`src/rtl/bpsk_tx_stream.sv`:
```
// BPSK/DBPSK stream transmitter: valid/ready words in, square-wave
// carrier out with one queued word for gapless back-to-back frames.
module bpsk_tx_stream #(
  parameter int CLOCK_IN      = 20_000_000,
  parameter int CLOCK_CARRIER = 64_000,
  parameter int DATA_WIDTH    = 8,
  parameter int CYCLE_COUNT   = 4,
  parameter bit MSB_FIRST     = 1'b0,
  parameter bit DIFFERENTIAL  = 1'b1
) (
  input  logic                  clk,
  input  logic                  rst,
  input  logic                  enable,
  input  logic [DATA_WIDTH-1:0] s_data,
  input  logic                  s_valid,
  output logic                  s_ready,
  output logic                  wave_out,
  output logic                  busy,
  output logic                  bit_strobe,
  output logic                  word_done
);

  localparam int HALF_DIV = CLOCK_IN / (2 * CLOCK_CARRIER);
  localparam int HALVES   = 2 * CYCLE_COUNT;
  localparam int CW = (HALF_DIV > 1) ? $clog2(HALF_DIV) : 1;
  localparam int HW = (HALVES > 1) ? $clog2(HALVES) : 1;
  localparam int IW = $clog2(DATA_WIDTH);

  localparam logic [CW-1:0] CLK_LAST  = CW'(HALF_DIV - 1);
  localparam logic [HW-1:0] HALF_LAST = HW'(HALVES - 1);
  localparam logic [IW-1:0] IDX_LAST  = IW'(DATA_WIDTH - 1);

  typedef enum logic {
    IDLE,
    SEND
  } state_t;

  state_t state, state_nx;

  logic                  buf_full, buf_full_nx;
  logic [DATA_WIDTH-1:0] buf_data, buf_data_nx;
  logic [DATA_WIDTH-1:0] shreg, shreg_nx;
  logic [IW-1:0]         bit_idx, bit_idx_nx;
  logic [CW-1:0]         clk_cnt, clk_cnt_nx;
  logic [HW-1:0]         half_cnt, half_cnt_nx;
  logic                  carrier, carrier_nx;
  logic                  phase, phase_nx;

  logic                  xfer;
  logic                  clk_term;
  logic                  half_term;
  logic                  last_bit;
  logic                  load;
  logic [DATA_WIDTH-1:0] load_word;

  function automatic logic pick(
    input logic [DATA_WIDTH-1:0] w,
    input logic [IW-1:0]         k
  );
    logic [IW-1:0] j;
    j = MSB_FIRST ? (IDX_LAST - k) : k;
    return w[j];
  endfunction

  function automatic logic coded(
    input logic ref_ph,
    input logic b
  );
    return DIFFERENTIAL ? (ref_ph ^ b) : b;
  endfunction

  assign s_ready   = !rst && !buf_full;
  assign xfer      = s_valid && s_ready;
  assign busy      = (state == SEND);
  assign wave_out  = busy & (carrier ^ phase);

  assign clk_term  = (clk_cnt == CLK_LAST);
  assign half_term = (half_cnt == HALF_LAST);
  assign last_bit  = (bit_idx == IDX_LAST);

  assign bit_strobe = busy && enable &&
                      (clk_cnt == '0) && (half_cnt == '0);
  assign word_done  = busy && enable &&
                      clk_term && half_term && last_bit;

  always_comb begin
    state_nx    = state;
    buf_full_nx = buf_full;
    buf_data_nx = buf_data;
    shreg_nx    = shreg;
    bit_idx_nx  = bit_idx;
    clk_cnt_nx  = clk_cnt;
    half_cnt_nx = half_cnt;
    carrier_nx  = carrier;
    phase_nx    = phase;
    load        = 1'b0;
    load_word   = buf_data;

    // Any accepted word lands in the holding register unless it
    // is consumed directly below.
    if (xfer) begin
      buf_full_nx = 1'b1;
      buf_data_nx = s_data;
    end

    unique case (state)
      IDLE: begin
        if (enable && buf_full) begin
          load        = 1'b1;
          load_word   = buf_data;
          buf_full_nx = 1'b0;
        end else if (enable && xfer) begin
          load        = 1'b1;
          load_word   = s_data;
          buf_full_nx = 1'b0;
          buf_data_nx = buf_data;
        end
      end
      SEND: begin
        if (enable) begin
          if (!clk_term) begin
            clk_cnt_nx = clk_cnt + CW'(1);
          end else begin
            clk_cnt_nx = '0;
            carrier_nx = ~carrier;
            if (!half_term) begin
              half_cnt_nx = half_cnt + HW'(1);
            end else if (!last_bit) begin
              bit_idx_nx  = bit_idx + IW'(1);
              half_cnt_nx = '0;
              carrier_nx  = 1'b0;
              phase_nx    = coded(phase,
                              pick(shreg, bit_idx + IW'(1)));
            end else if (buf_full) begin
              load        = 1'b1;
              load_word   = buf_data;
              buf_full_nx = 1'b0;
            end else if (xfer) begin
              load        = 1'b1;
              load_word   = s_data;
              buf_full_nx = 1'b0;
              buf_data_nx = buf_data;
            end else begin
              state_nx    = IDLE;
              half_cnt_nx = '0;
              bit_idx_nx  = '0;
              carrier_nx  = 1'b0;
            end
          end
        end
      end
      default: state_nx = IDLE;
    endcase

    // Word start: bit 0 phase is coded against the persisting reference.
    if (load) begin
      state_nx    = SEND;
      shreg_nx    = load_word;
      bit_idx_nx  = '0;
      clk_cnt_nx  = '0;
      half_cnt_nx = '0;
      carrier_nx  = 1'b0;
      phase_nx    = coded(phase, pick(load_word, '0));
    end
  end

  always_ff @(posedge clk) begin
    if (rst) begin
      state    <= IDLE;
      buf_full <= 1'b0;
      buf_data <= '0;
      shreg    <= '0;
      bit_idx  <= '0;
      clk_cnt  <= '0;
      half_cnt <= '0;
      carrier  <= 1'b0;
      phase    <= 1'b0;
    end else begin
      state    <= state_nx;
      buf_full <= buf_full_nx;
      buf_data <= buf_data_nx;
      shreg    <= shreg_nx;
      bit_idx  <= bit_idx_nx;
      clk_cnt  <= clk_cnt_nx;
      half_cnt <= half_cnt_nx;
      carrier  <= carrier_nx;
      phase    <= phase_nx;
    end
  end

endmodule

```
`config.mk`:
```
export PLATFORM = sky130hd
export DESIGN_NAME = bpsk_tx_stream
export DESIGN_NICKNAME = d
export VERILOG_FILES = /design/src/rtl/bpsk_tx_stream.sv
export SDC_FILE = /design/constraint.sdc
export NUM_CORES = 1
export LEC_CHECK = 0
export ABC_AREA = 1
export ABC_CLOCK_PERIOD_IN_PS = 1550
export CAP_MARGIN = 20
export CELL_PAD_IN_SITES_DETAIL_PLACEMENT = 1
export CELL_PAD_IN_SITES_GLOBAL_PLACEMENT = 2
export CORE_MARGIN = 2
export CORE_UTILIZATION = 30
export DETAILED_ROUTE_END_ITERATION = 12
export GPL_TIMING_DRIVEN = 0
export PLACE_DENSITY_LB_ADDON = 0.1
export RECOVER_POWER = 50
export REMOVE_ABC_BUFFERS = 1
export SLEW_MARGIN = 15
export SYNTH_ARGS = -nofsm -noshare
export SYNTH_HDL_FRONTEND = slang
export SYNTH_SLANG_ARGS = --single-unit
```
`constraint.sdc`:
```
create_clock -name clk -period 1.55 [get_ports clk]
set_input_delay 0.155 -clock clk [delete_from_list [all_inputs] [get_ports clk]]
set_output_delay 0.155 -clock clk [all_outputs]
set_load 0.02 [all_outputs]
```
# Yosys cells after proc, flatten, opt, wreduce, memory -nomap -nowiden
# Index checks and enable logic that the tools add are counted.
# op_classes
muxes,61
eq_ne,10
n_reduce_logical,25
add_sub_neg,3
magnitude_cmp,1
bitwise_logic,6
# ops
cell,n
2-to-1 mux 8 bit,17
2-to-1 mux 1 bit,34
case mux 8 bit (2 select lines),2
2-to-1 mux 3 bit,5
logical AND 1 bit,10
AND reduction 5 bit,2
"!= test 3 bit, second input constant",3
"adder 8 x 1 -> 8 bit, second input constant",1
"equality test 8 bit, second input constant",1
logical NOT 8 bit,1
nonzero test 2 bit,4
"!= test 7 bit, second input constant",1
"adder 3 x 1 -> 3 bit, second input constant",2
"equality test 3 bit, second input constant",2
AND reduction 6 bit,1
"< comparator 3 x 4 -> 1 bit, second input constant",1
"!= test 2 bit, second input constant",2
case mux 1 bit (2 select lines),2
AND reduction 2 bit,2
binary-select mux 1 bit (select 3 bit),1
logical NOT 3 bit,1
AND reduction 3 bit,1
XOR 1 bit,3
logical NOT 1 bit,2
4 further kinds,5
# word_totals
output_inout_bits,5
wordCells,115
in_bits,12
ff_bits,34

# Logic depth before layout (Yosys ltp)
# Gate-level depths: netlist (run 1).
# logic_depth
depth_word,12
depth_mapped,13
mapped_depth_nobuf,13

# Worst setup path before layout (run 1)
# Ideal clock, no wire load.
# synth_timing
path_type,register to register
from,register bit_idx[0]
to,register shreg[1]
arrival_ns,1.557
t_required_ns,1.428
stages_incl_launch_ff,9
n_path_buf,1
slack_ns,-0.128
setup_ns,0.122
synth_period_minus_slack_ns,1.678
path_cell_list,dfxtp_1 -> ha_1 -> ha_1 -> nand2_1 -> nor2_2 -> nand3_2 -> buf_2 -> a211oi_1 -> o21ai_1
# synth_between
elab_chain_cells,6
word_cells_on_any_way,11
classes_between,1 x eq/ne; 10 x mux
# synth_lines
item,line,text
from (decl),43,"logic [IW-1:0] bit_idx, bit_idx_nx;"
from (signal assigned),183,bit_idx <= bit_idx_nx;
equality test 3 bit (*),79,assign last_bit = (bit_idx == IDX_LAST);
2-to-1 mux 8 bit / 2-to-1 mux 1 bit (equally long branches),128,end else if (!last_bit) begin
2-to-1 mux 8 bit / 2-to-1 mux 1 bit (equally long branches),126,if (!half_term) begin
2-to-1 mux 8 bit / 2-to-1 mux 1 bit (equally long branches),121,if (!clk_term) begin
2-to-1 mux 8 bit / 2-to-1 mux 1 bit (equally long branches),120,if (enable) begin
case mux 8 bit (2 select lines) / case mux 1 bit (2 select lines) (equally long branches),106,unique case (state)
to (signal assigned),182,shreg <= shreg_nx;
to (decl),42,"logic [DATA_WIDTH-1:0] shreg, shreg_nx;"
# Every way passes the cells marked *; elsewhere a longest branch is shown, timed or not.
# A chain may end at the register's enable or synchronous reset.

# Worst setup path after layout (run 1)
# layout_timing
from,register half_cnt[0]
to,register phase
# layout_between
elab_chain_cells,7
word_cells_on_any_way,17
classes_between,2 x eq/ne; 9 x mux; 1 x bitwise; 5 x reduce/logical
# layout_lines
item,line,text
from (decl),45,"logic [HW-1:0] half_cnt, half_cnt_nx;"
from (signal assigned),185,half_cnt <= half_cnt_nx;
equality test 3 bit (*),78,assign half_term = (half_cnt == HALF_LAST);
2-to-1 mux 1 bit / 2-to-1 mux 8 bit (equally long branches),126,
2-to-1 mux 1 bit / 2-to-1 mux 8 bit (equally long branches),121,
2-to-1 mux 1 bit / 2-to-1 mux 8 bit (equally long branches),120,
case mux 1 bit (2 select lines) / case mux 8 bit (2 select lines) (equally long branches),106,
"!= test 2 x 1 -> 1 bit (no line), or another cell as far along",--,
AND reduction 5 bit (no line) / 2-to-1 mux 1 bit (equally long branches),--,
to (signal assigned),187,phase <= phase_nx;
to (decl),47,"logic phase, phase_nx;"
# Marks and branches as above.

==> results of run 1 <==
==> cells in the final DEF, fill, tap and decap left out, types with 4 or more instances in the layout <==
master	instances
nand3_2	6
dlygate4sd2_1	4
inv_1	14
buf_4	21
inv_2	10
a31o_1	4
dfxtp_2	6
nand2_2	9
dfxtp_1	26
a31oi_1	7
clkbuf_8	6
nand2_1	61
a21oi_1	13
clkdlybuf4s50_1	10
ha_4	5
nor2_1	13
buf_6	9
o21ai_0	12
nand3_1	14
nand2_4	7
nor2_4	8
nand2_8	5
a211oi_2	5
o21ai_1	8
a21oi_2	7
==> layout make-up <==
type	instances	area, µm²
Inverter	29	130
Clock buffer	6	82.6
Timing Repair inverter	1	8.76
Timing Repair Buffer	46	434
Fill cell	814	3720
Tap cell	80	100
Sequential cell	34	696
Multi-Input combinational cell	211	1500
Clock inverter	2	12.5
==> worst paths after layout <==
path	to	slack, ps	depth (start not counted)
max	phase	-130	13
min	busy	280	2
max reg2reg	phase	-130	13
min reg2reg	shreg[4]	460	2
==> where the power goes <==
part / internal [mW] / total [mW] / switching (mW)
logic: 0.141 / 0.336 / 0.195
registers: 0.899 / 0.927 / 0.0280
clock network: 0.358 / 0.717 / 0.360
==> per-stage QoR <==
step | utilization, % | TNS [ps]
2_1_floorplan | - | -1270
3_3_place_gp | 33.9 | -14580
6_report | 44.4 | -700
3_5_place_dp | 33.9 | -15270
5_1_grt | 44.4 | -3560
4_1_cts | 40.1 | -667
==> metal layers <==
layer | wire, µm | share of wire (%)
met5 | 0 | 0
met4 | 76 | 1.2
met3 | 138 | 2.2
met2 | 3310 | 53
met1 | 2690 | 43
==> timing repair <==
item,4_1_cts,5_1_grt
gates cloned,1,1
buffers inserted,16,14
setup endpoints to repair,38,35
gates resized for setup,58,45
pin swaps,15,20
==> critical path: cells and delay by family, from the launching register on <==
kind          cells  cell delay (ps)
fa+ha+maj         2              280
simple gates      9              770
buf+inv           2              170
flops             1              360
==> cell families after synthesis <==
family | synth area share, %
muxes | 1.47
buffers and inverters | 7.43
adders and majority gates | 4.30
and+or+nand+nor | 33.7
DFF | 33.4
xor gates and xnor gates | 1.72
AOI/OAI and AO/OA | 18.0
==> flip-flops by register name, summed over array words and instances, names as in the netlist <==
register	cells
buf_data	8
clk_cnt	8
shreg	8
bit_idx	3
half_cnt	3
buf_full	1
busy	1
carrier	1
phase	1
==> flow_metrics.tcl, run 1 <==
set metrics [dict create \
    clk_latency_ps 290 \
    top_level_ports 17 \
    synth_cells 278 \
    cp-end-kind "flip-flop" \
    cts_buffers 5 \
    use_met1_pct 20.6 \
    power_density_nw_per_um2 668 \
    drtIter0Drc 65 \
    fin_cells 409 \
    cp.arrival_ps 1900 \
    clock_skew_ps 7.08 \
    core_area_um2 6680 \
    synthFlopType "dfxtp_1" \
    hold_buffers 0 \
    diodes 0 \
    setup_ws_ps -130 \
    cpPeakStageDelay_ps 360 \
    crit_path_max_fanout 5 \
    drc 0 \
    worst_slew_pin_slew_ps 614 \
    async_flop_share_pct 0 \
    synth_area_um2 2040 \
    ir_drop_mv 0.350 \
    root_buffer "clkbuf_8" \
    clkTransAtPathRegs_ps 80 \
    grt_first_pass_wirelength_um 10000 \
    p_total_mw 1.98 \
    cts_max_path_buffers 2 \
    portBuffers 16 \
    slew_headroom_pct 59.0 \
    synth.most_common_cell "nand2_1" \
    synth_area_leaders "dfxtp_1, nand2_1, a21oi_1" \
    finalNetCount 347 \
    hp-start "rst" \
    grt.overflow.total 0 \
    firstDrtPassIters 4 \
    grt-busiest-layer "met2" \
    cp-startpoint "half_cnt[0]" \
    initial_utilization_pct 30.5 \
    slew_violations 0 \
    setup_viol 16 \
    fin_area_um2 2970 \
    worstSetupStartpointType "flip-flop" \
    r2r_start "half_cnt[0]" \
    use_met2_pct 31.5 \
    die-area_um2 7470 \
    synth.distinct_cells 34 \
    crit_type "flip-flop to flip-flop" \
    fin_crit_sh_pct 108 \
    min_period_ps 1680 \
    netlist.area_leader.share_pct 33.4 \
    yosys_warnings 0 \
    drive_gt1_share_pct 38.6 \
    ys_seq_area_share_pct 33.4 \
    final_antenna_net_count 0 \
    hpwlAfterDp_um 4070 \
    hold_ws_ps 279 \
    p_leak_nw 1.15 \
    min_path_type "input pin to flip-flop" \
    rsz0062_at_grt "yes" \
    die_w_um 86.4 \
    grt_max_degree 17 \
    ys_ff_latch 34 \
    required_ps 1770 \
    yosysTopAreaCell "dfxtp_1" \
    maxCapViolCount 0 \
    avgSynthCellArea_um2 7.33 \
    antenna_found_initial 0 \
    cts_tree "yes" \
    cp_slowest_cell "dfxtp_2" \
    area_growth_pct 45.5 \
    cts_max_level 2 \
    status "complete, but fails checks" \
    dr_total_vias 2024 \
    clock-sinks 34 \
    synth_common_cells "nand2_1, dfxtp_1, inv_1" \
    drt-vias-per-instance 4.95 \
    dp_slack_ps -641 \
    place.gp.congestion 0.716 \
    rows 30 \
    place_area_um2 2260 \
    first_global_vias 2017 \
    routed_wl_um 6210 \
    met3_usage_pct 3.24 \
    grtUsageTotal_pct 17.3 \
    hold_viol 0 \
    synth-edff-count 0 \
    dp_cells 369 \
    violations "setup timing" \
    crit_chain "ha_4, ha_4, nand2_4, inv_2, nand3_2, nand2_8, nand2_8, buf_6, nand2_2, nand2_2, nand3_2, nand2_1, nor2_1" \
    wl_per_cell_um 15.2 \
    max_freq_ghz 0.595 \
    die_y_um 86.4 \
]
Note: power is estimated with default switching activity, not from simulation.
==> run 2: changes to the inputs <==
--- a/config.mk
+++ b/config.mk
@@ -8,12 +8,12 @@
 export ABC_AREA = 1
 export ABC_CLOCK_PERIOD_IN_PS = 1550
 export CAP_MARGIN = 20
-export CELL_PAD_IN_SITES_DETAIL_PLACEMENT = 1
-export CELL_PAD_IN_SITES_GLOBAL_PLACEMENT = 2
+export CELL_PAD_IN_SITES_DETAIL_PLACEMENT = 0
+export CELL_PAD_IN_SITES_GLOBAL_PLACEMENT = 1
 export CORE_MARGIN = 2
-export CORE_UTILIZATION = 30
+export CORE_UTILIZATION = 38
 export DETAILED_ROUTE_END_ITERATION = 12
-export GPL_TIMING_DRIVEN = 0
+export GPL_TIMING_DRIVEN = 1
 export PLACE_DENSITY_LB_ADDON = 0.1
 export RECOVER_POWER = 50
 export REMOVE_ABC_BUFFERS = 1
==> run 2 against run 1 <==
  * The run still ends with setup timing left
  * Clock power about the same
  * Die area down 20%
  * Wire length down 10%
  * Final cell count up 3.2%
  * Via count up 2.0%
  * First-iteration DRC count down 35%
  * Worst hold slack better by 180 ps
  * Non-clock buffer count up 25
  * Power up 1.2%
  * Sequential share of layout area down 1.4 points
  * Largest power group unchanged
==> flow_metrics.tcl, run 2 (synthesis gave the netlist of run 1 again) <==
set metrics [dict create \
    area_growth_pct 53.2 \
    hpwlAfterDp_um 4000 \
    dp_slack_ps -258 \
    crit_path_max_fanout 3 \
    setup_viol 10 \
    top_regs "buf_data x8, clk_cnt x8, shreg x8" \
    slew_violations 0 \
    fin_crit_sh_pct 104 \
    power_density_nw_per_um2 642 \
    r2r_cells 12 \
    utilization_pct 60.8 \
    final_antenna_net_count 0 \
    grt-busiest-layer "met2" \
    r2r_start "clk_cnt[1]" \
    min_period_ps 1610 \
    clock_skew_ps 8.75 \
    cp.arrival_ps 1810 \
    final_cell_mix "nand2_1, buf_4, dfxtp_1" \
    cp-startpoint "clk_cnt[1]" \
    clock-sinks 34 \
    core_area_um2 5140 \
    worst_slew_pin_slew_ps 266 \
    cp-end-kind "flip-flop" \
    root_buffer "clkbuf_8" \
    min_path_type "flip-flop to flip-flop" \
    initial_utilization_pct 39.7 \
    cts_buffers 5 \
    drt-vias-per-instance 4.89 \
    cpPeakStageDelay_ps 360 \
    max_freq_ghz 0.622 \
    rsz0062_at_grt "yes" \
    grt_max_degree 17 \
    violations "setup timing" \
    finalNetCount 370 \
    status "complete, but fails checks" \
    worstSetupStartpointType "flip-flop" \
    met3_usage_pct 4.94 \
    drc 0 \
    slew_headroom_pct 82.2 \
    setup_ws_ps -56.5 \
    cts_tree "yes" \
    critPathMostFrequentCell "nand2_1" \
    r2r_slack_ps -60 \
    use_met1_pct 22.4 \
    whs_path_depth 2 \
    dr_total_vias 2065 \
    crit_end "phase" \
    first_global_vias 2056 \
    cp_slowest_cell "dfxtp_2" \
    portBuffers 16 \
    routed_wl_um 5580 \
    required_ps 1750 \
    die_w_um 77.2 \
    grtUsageTotal_pct 20.0 \
    diodes 0 \
    hold_buffers 0 \
    wl_per_cell_um 13.2 \
    drtIter0Drc 42 \
    die_y_um 77.2 \
    layout_commonest_cell "nand2_1" \
    crit_chain "ha_4, nand2_4, buf_6, nor2_4, buf_4, nand3_4, nand2_1, nand3_1, nand2_1, nand2_1, a21oi_1, nor2_1" \
    top_level_ports 17 \
    grt.overflow.total 0 \
    maxCapViolCount 0 \
    p_leak_nw 1.32 \
    crit_type "flip-flop to flip-flop" \
    ir_drop_mv 0.374 \
    antenna_found_initial 0 \
    place.gp.congestion 0.831 \
    use_met2_pct 37.2 \
    rows 26 \
    drive_gt1_share_pct 42.6 \
    grt_first_pass_wirelength_um 9430 \
    hold_viol 0 \
    cts_max_path_buffers 2 \
    clkTransAtPathRegs_ps 80 \
    cts_max_level 2 \
    firstDrtPassIters 4 \
    clk_latency_ps 300 \
    rr_endpoint "phase" \
    die-area_um2 5970 \
]
run 2: where the power goes:
part	leakage, nW	switching (mW)	internal [mW]
Sequential	0.279	0.0300	0.901
Clock	0.0472	0.359	0.357
Combinational	0.991	0.189	0.167
Total	1.32	0.578	1.43
run 2: final cells by class:
class / count / area [µm²]
Clock inverter: 2 / 12.5
Sequential cell: 34 / 689
Clock buffer: 6 / 82.6
Multi-Input combinational cell: 210 / 1490
Fill cell: 479 / 2020
Inverter: 29 / 121
Timing Repair Buffer: 71 / 641
Tap cell: 70 / 87.6
run 2: per-layer routing:
metal	part of all wire (%)	vias to the layer above	wire (µm)
met1	42	954	2350
met4	1.2	0	66
met5	0	-	0
met2	54	21	3000
met3	3.0	5	169
li1	-	1085	-
run 2: critical path: cells and delay by family, from the launching register on:
kind            cells  cell delay, ps
compound gates      1             130
flops               1             360
simple gates        8             640
buf+inv             2             230
fa+ha+maj           1             150
run 2: how the worst min path moves through the flow:
stage	from	slack, ps	end
after global placement	shreg[6]	440	shreg[6]
after floorplan	rst	220	busy
after CTS	shreg[7]	460	shreg[7]
after global routing	shreg[7]	480	shreg[7]
after detailed placement	shreg[6]	440	shreg[6]
final	shreg[7]	460	shreg[7]
run 2: per-stage QoR:
stage | hold WS, ps | power [mW] | cells | TNS [ps] | instance area, µm²
after global routing | 478 | 2.10 | 422 | -1590 | 3120
after CTS | 460 | 1.99 | 418 | -276 | 2940
final | 457 | 2.00 | 422 | -321 | 3120
after global placement | 440 | 1.26 | 408 | -4630 | 2660
after detailed placement | 444 | 1.26 | 408 | -5200 | 2660
after floorplan | 224 | 1.10 | 273 | -1270 | 2000
run 2: timing repair:
| item | CTS | global route |
|---|---|---|
| gates resized for setup | 58 | 46 |
| pin swaps | 16 | 17 |
| gates cloned | 1 | 0 |
| setup endpoints to repair | 38 | 32 |
| setup buffers | 1 | 5 |
==> run 3: changes to the inputs <==
--- a/config.mk
+++ b/config.mk
@@ -14,7 +14,7 @@
 export CORE_UTILIZATION = 38
 export DETAILED_ROUTE_END_ITERATION = 12
 export GPL_TIMING_DRIVEN = 1
-export PLACE_DENSITY_LB_ADDON = 0.1
+export PLACE_DENSITY_LB_ADDON = 0.15
 export RECOVER_POWER = 50
 export REMOVE_ABC_BUFFERS = 1
 export SLEW_MARGIN = 15
==> run 3 against run 2 <==
  * The run still ends with setup timing left
  * First-iteration DRC count down 4.8%
  * Worst hold slack worse by 3.4 ps
  * Register-to-register slack about the same
  * Maximum frequency down 0.22%
  * Final area up 2.0%
  * Combinational power up 11%
  * Non-clock buffer count up 11
  * Largest power group unchanged
==> flow_metrics.tcl, run 3 (synthesis gave the netlist of run 1 again) <==
set metrics [dict create \
    cts_buffers 5 \
    wl_per_cell_um 12.9 \
    hold_viol 0 \
    finalNetCount 382 \
    slew_headroom_pct 78.4 \
    status "complete, but fails checks" \
    grt_max_degree 17 \
    initial_utilization_pct 39.7 \
    clkTransAtPathRegs_ps 80 \
    antenna_found_initial 0 \
    final_antenna_net_count 0 \
    top_regs "buf_data x8, clk_cnt x8, shreg x8" \
    final_cell_mix "nand2_1, buf_4, dfxtp_1" \
    routed_wl_um 5590 \
    grt_first_pass_wirelength_um 9340 \
    setup_ws_ps -60.0 \
    r2r_slack_ps -60 \
    firstDrtPassIters 5 \
    critPathBufInv 3 \
    die_y_um 77.2 \
    min_path_type "flip-flop to flip-flop" \
    die-area_um2 5970 \
    dp_cells 417 \
    cts_max_path_buffers 2 \
    clk_latency_ps 290 \
    crit_path_max_fanout 8 \
    cpPeakStageDelay_ps 340 \
    cp-end-kind "flip-flop" \
    maxCapViolCount 0 \
    cp_top_family "flip-flops" \
    crit_chain "ha_4, ha_4, nand2_4, inv_2, nand3_2, nand2_4, buf_4, buf_12, nand2_8, o21ai_1, a31oi_1" \
    violations "setup timing" \
    crit_type "flip-flop to flip-flop" \
    setup_viol 24 \
    die_w_um 77.2 \
    rsz0062_at_grt "yes" \
    max_freq_ghz 0.621 \
    area_growth_pct 56.3 \
    drc 0 \
    cts_max_level 2 \
    slew_violations 0 \
    dr_total_vias 2104 \
    portBuffers 16 \
    root_buffer "clkbuf_8" \
    grtUsageTotal_pct 19.5 \
    p_leak_nw 1.32 \
    hpwlAfterDp_um 3970 \
    fin_crit_sh_pct 104 \
    cp.arrival_ps 1830 \
    grt.overflow.total 0 \
    place.gp.congestion 0.795 \
    drive_gt1_share_pct 42.7 \
    power_density_nw_per_um2 619 \
    core_area_um2 5140 \
    hold_ws_ps 454 \
    layout_commonest_cell "nand2_1" \
    fin_cells 433 \
    min_period_ps 1610 \
    required_ps 1770 \
    p_total_mw 1.97 \
    cp_slowest_cell "dfxtp_2" \
    top_level_ports 17 \
    clock_skew_ps 5.77 \
    r2r_start "half_cnt[1]" \
    diodes 0 \
    cts_tree "yes" \
    first_global_vias 2063 \
    hp-start "shreg[6]" \
    rows 26 \
    drtIter0Drc 40 \
    worstSetupStartpointType "flip-flop" \
    ir_drop_mv 0.369 \
    worst_slew_pin_slew_ps 323 \
    cp-startpoint "half_cnt[1]" \
    clock-sinks 34 \
    drt-vias-per-instance 4.86 \
]
==> run 3: cell types whose count changed in the layout (fill, tap and decap cells not counted), moves of 2 or more <==
cell,change
a21oi_1,+2
nand2_2,+3
nor2_4,+2
o21ai_2,+2
nand2_8,+2
o21ai_1,-2
buf_6,+4
nand2_4,-6
nand2_1,+2
nor2_2,-2
a211oi_1,+2
buf_4,+7
==> run 3: repair_timing <==
item                                    in CTS  in global routing
hold buffers                                 0                  0
pin swaps                                    7                 11
endpoints found under the setup margin      38                 33
buffers inserted                             3                  7
cloned                                       0                  1
resized for setup                           60                 39
==> run 3: worst paths after layout <==
kind / endpoint / cells after the start
setup / recovery: buf_data[1] / 11
hold / removal: shreg[6] / 2
hold reg to reg: shreg[6] / 2
setup reg to reg: buf_data[1] / 11
==> run 3: area by class of cell <==
cell class	instances	area, µm²
Timing Repair Buffer	82	731
Clock inverter	2	10.0
Inverter	29	126
Tap cell	70	87.6
Sequential cell	34	689
Multi-Input combinational cell	211	1470
Fill cell	500	1950
Clock buffer	5	68.8
==> run 3: worst register-to-register path, stage by stage (launching register included) <==
cell and delay, ps:
dfxtp_2 340, ha_4 160, ha_4 170, nand2_4 90, inv_2 40, nand3_2 80
nand2_4 80, buf_4 150, buf_12 130, nand2_8 100, o21ai_1 70, a31oi_1 140
==> run 3: per-layer routing <==
metal	routed length (µm)	vias to the layer above	GRT usage (%)
li1	-	1107	-
met1	2390	969	23.0
met2	3020	23	35.8
met3	109	5	3.88
met4	62	0	4.82
met5	0	-	0
==> run 3: stage by stage <==
step           setup TNS, ps  setup WS, ps  area (µm²)  util, %
2_1_floorplan          -1270          -194        2000        -
3_3_place_gp           -5240          -227        2710     52.8
3_5_place_dp           -5820          -233        2710     52.8
4_1_cts                 -318         -53.7        3000     58.4
5_1_grt                -3150          -172        3190     62.0
6_report                -766         -60.0        3190     62.0
==> run 3: power by group <==
group,total (mW),internal (mW),switching [mW]
combinational,0.396,0.197,0.199
sequential,0.929,0.901,0.0276
clock,0.649,0.302,0.347
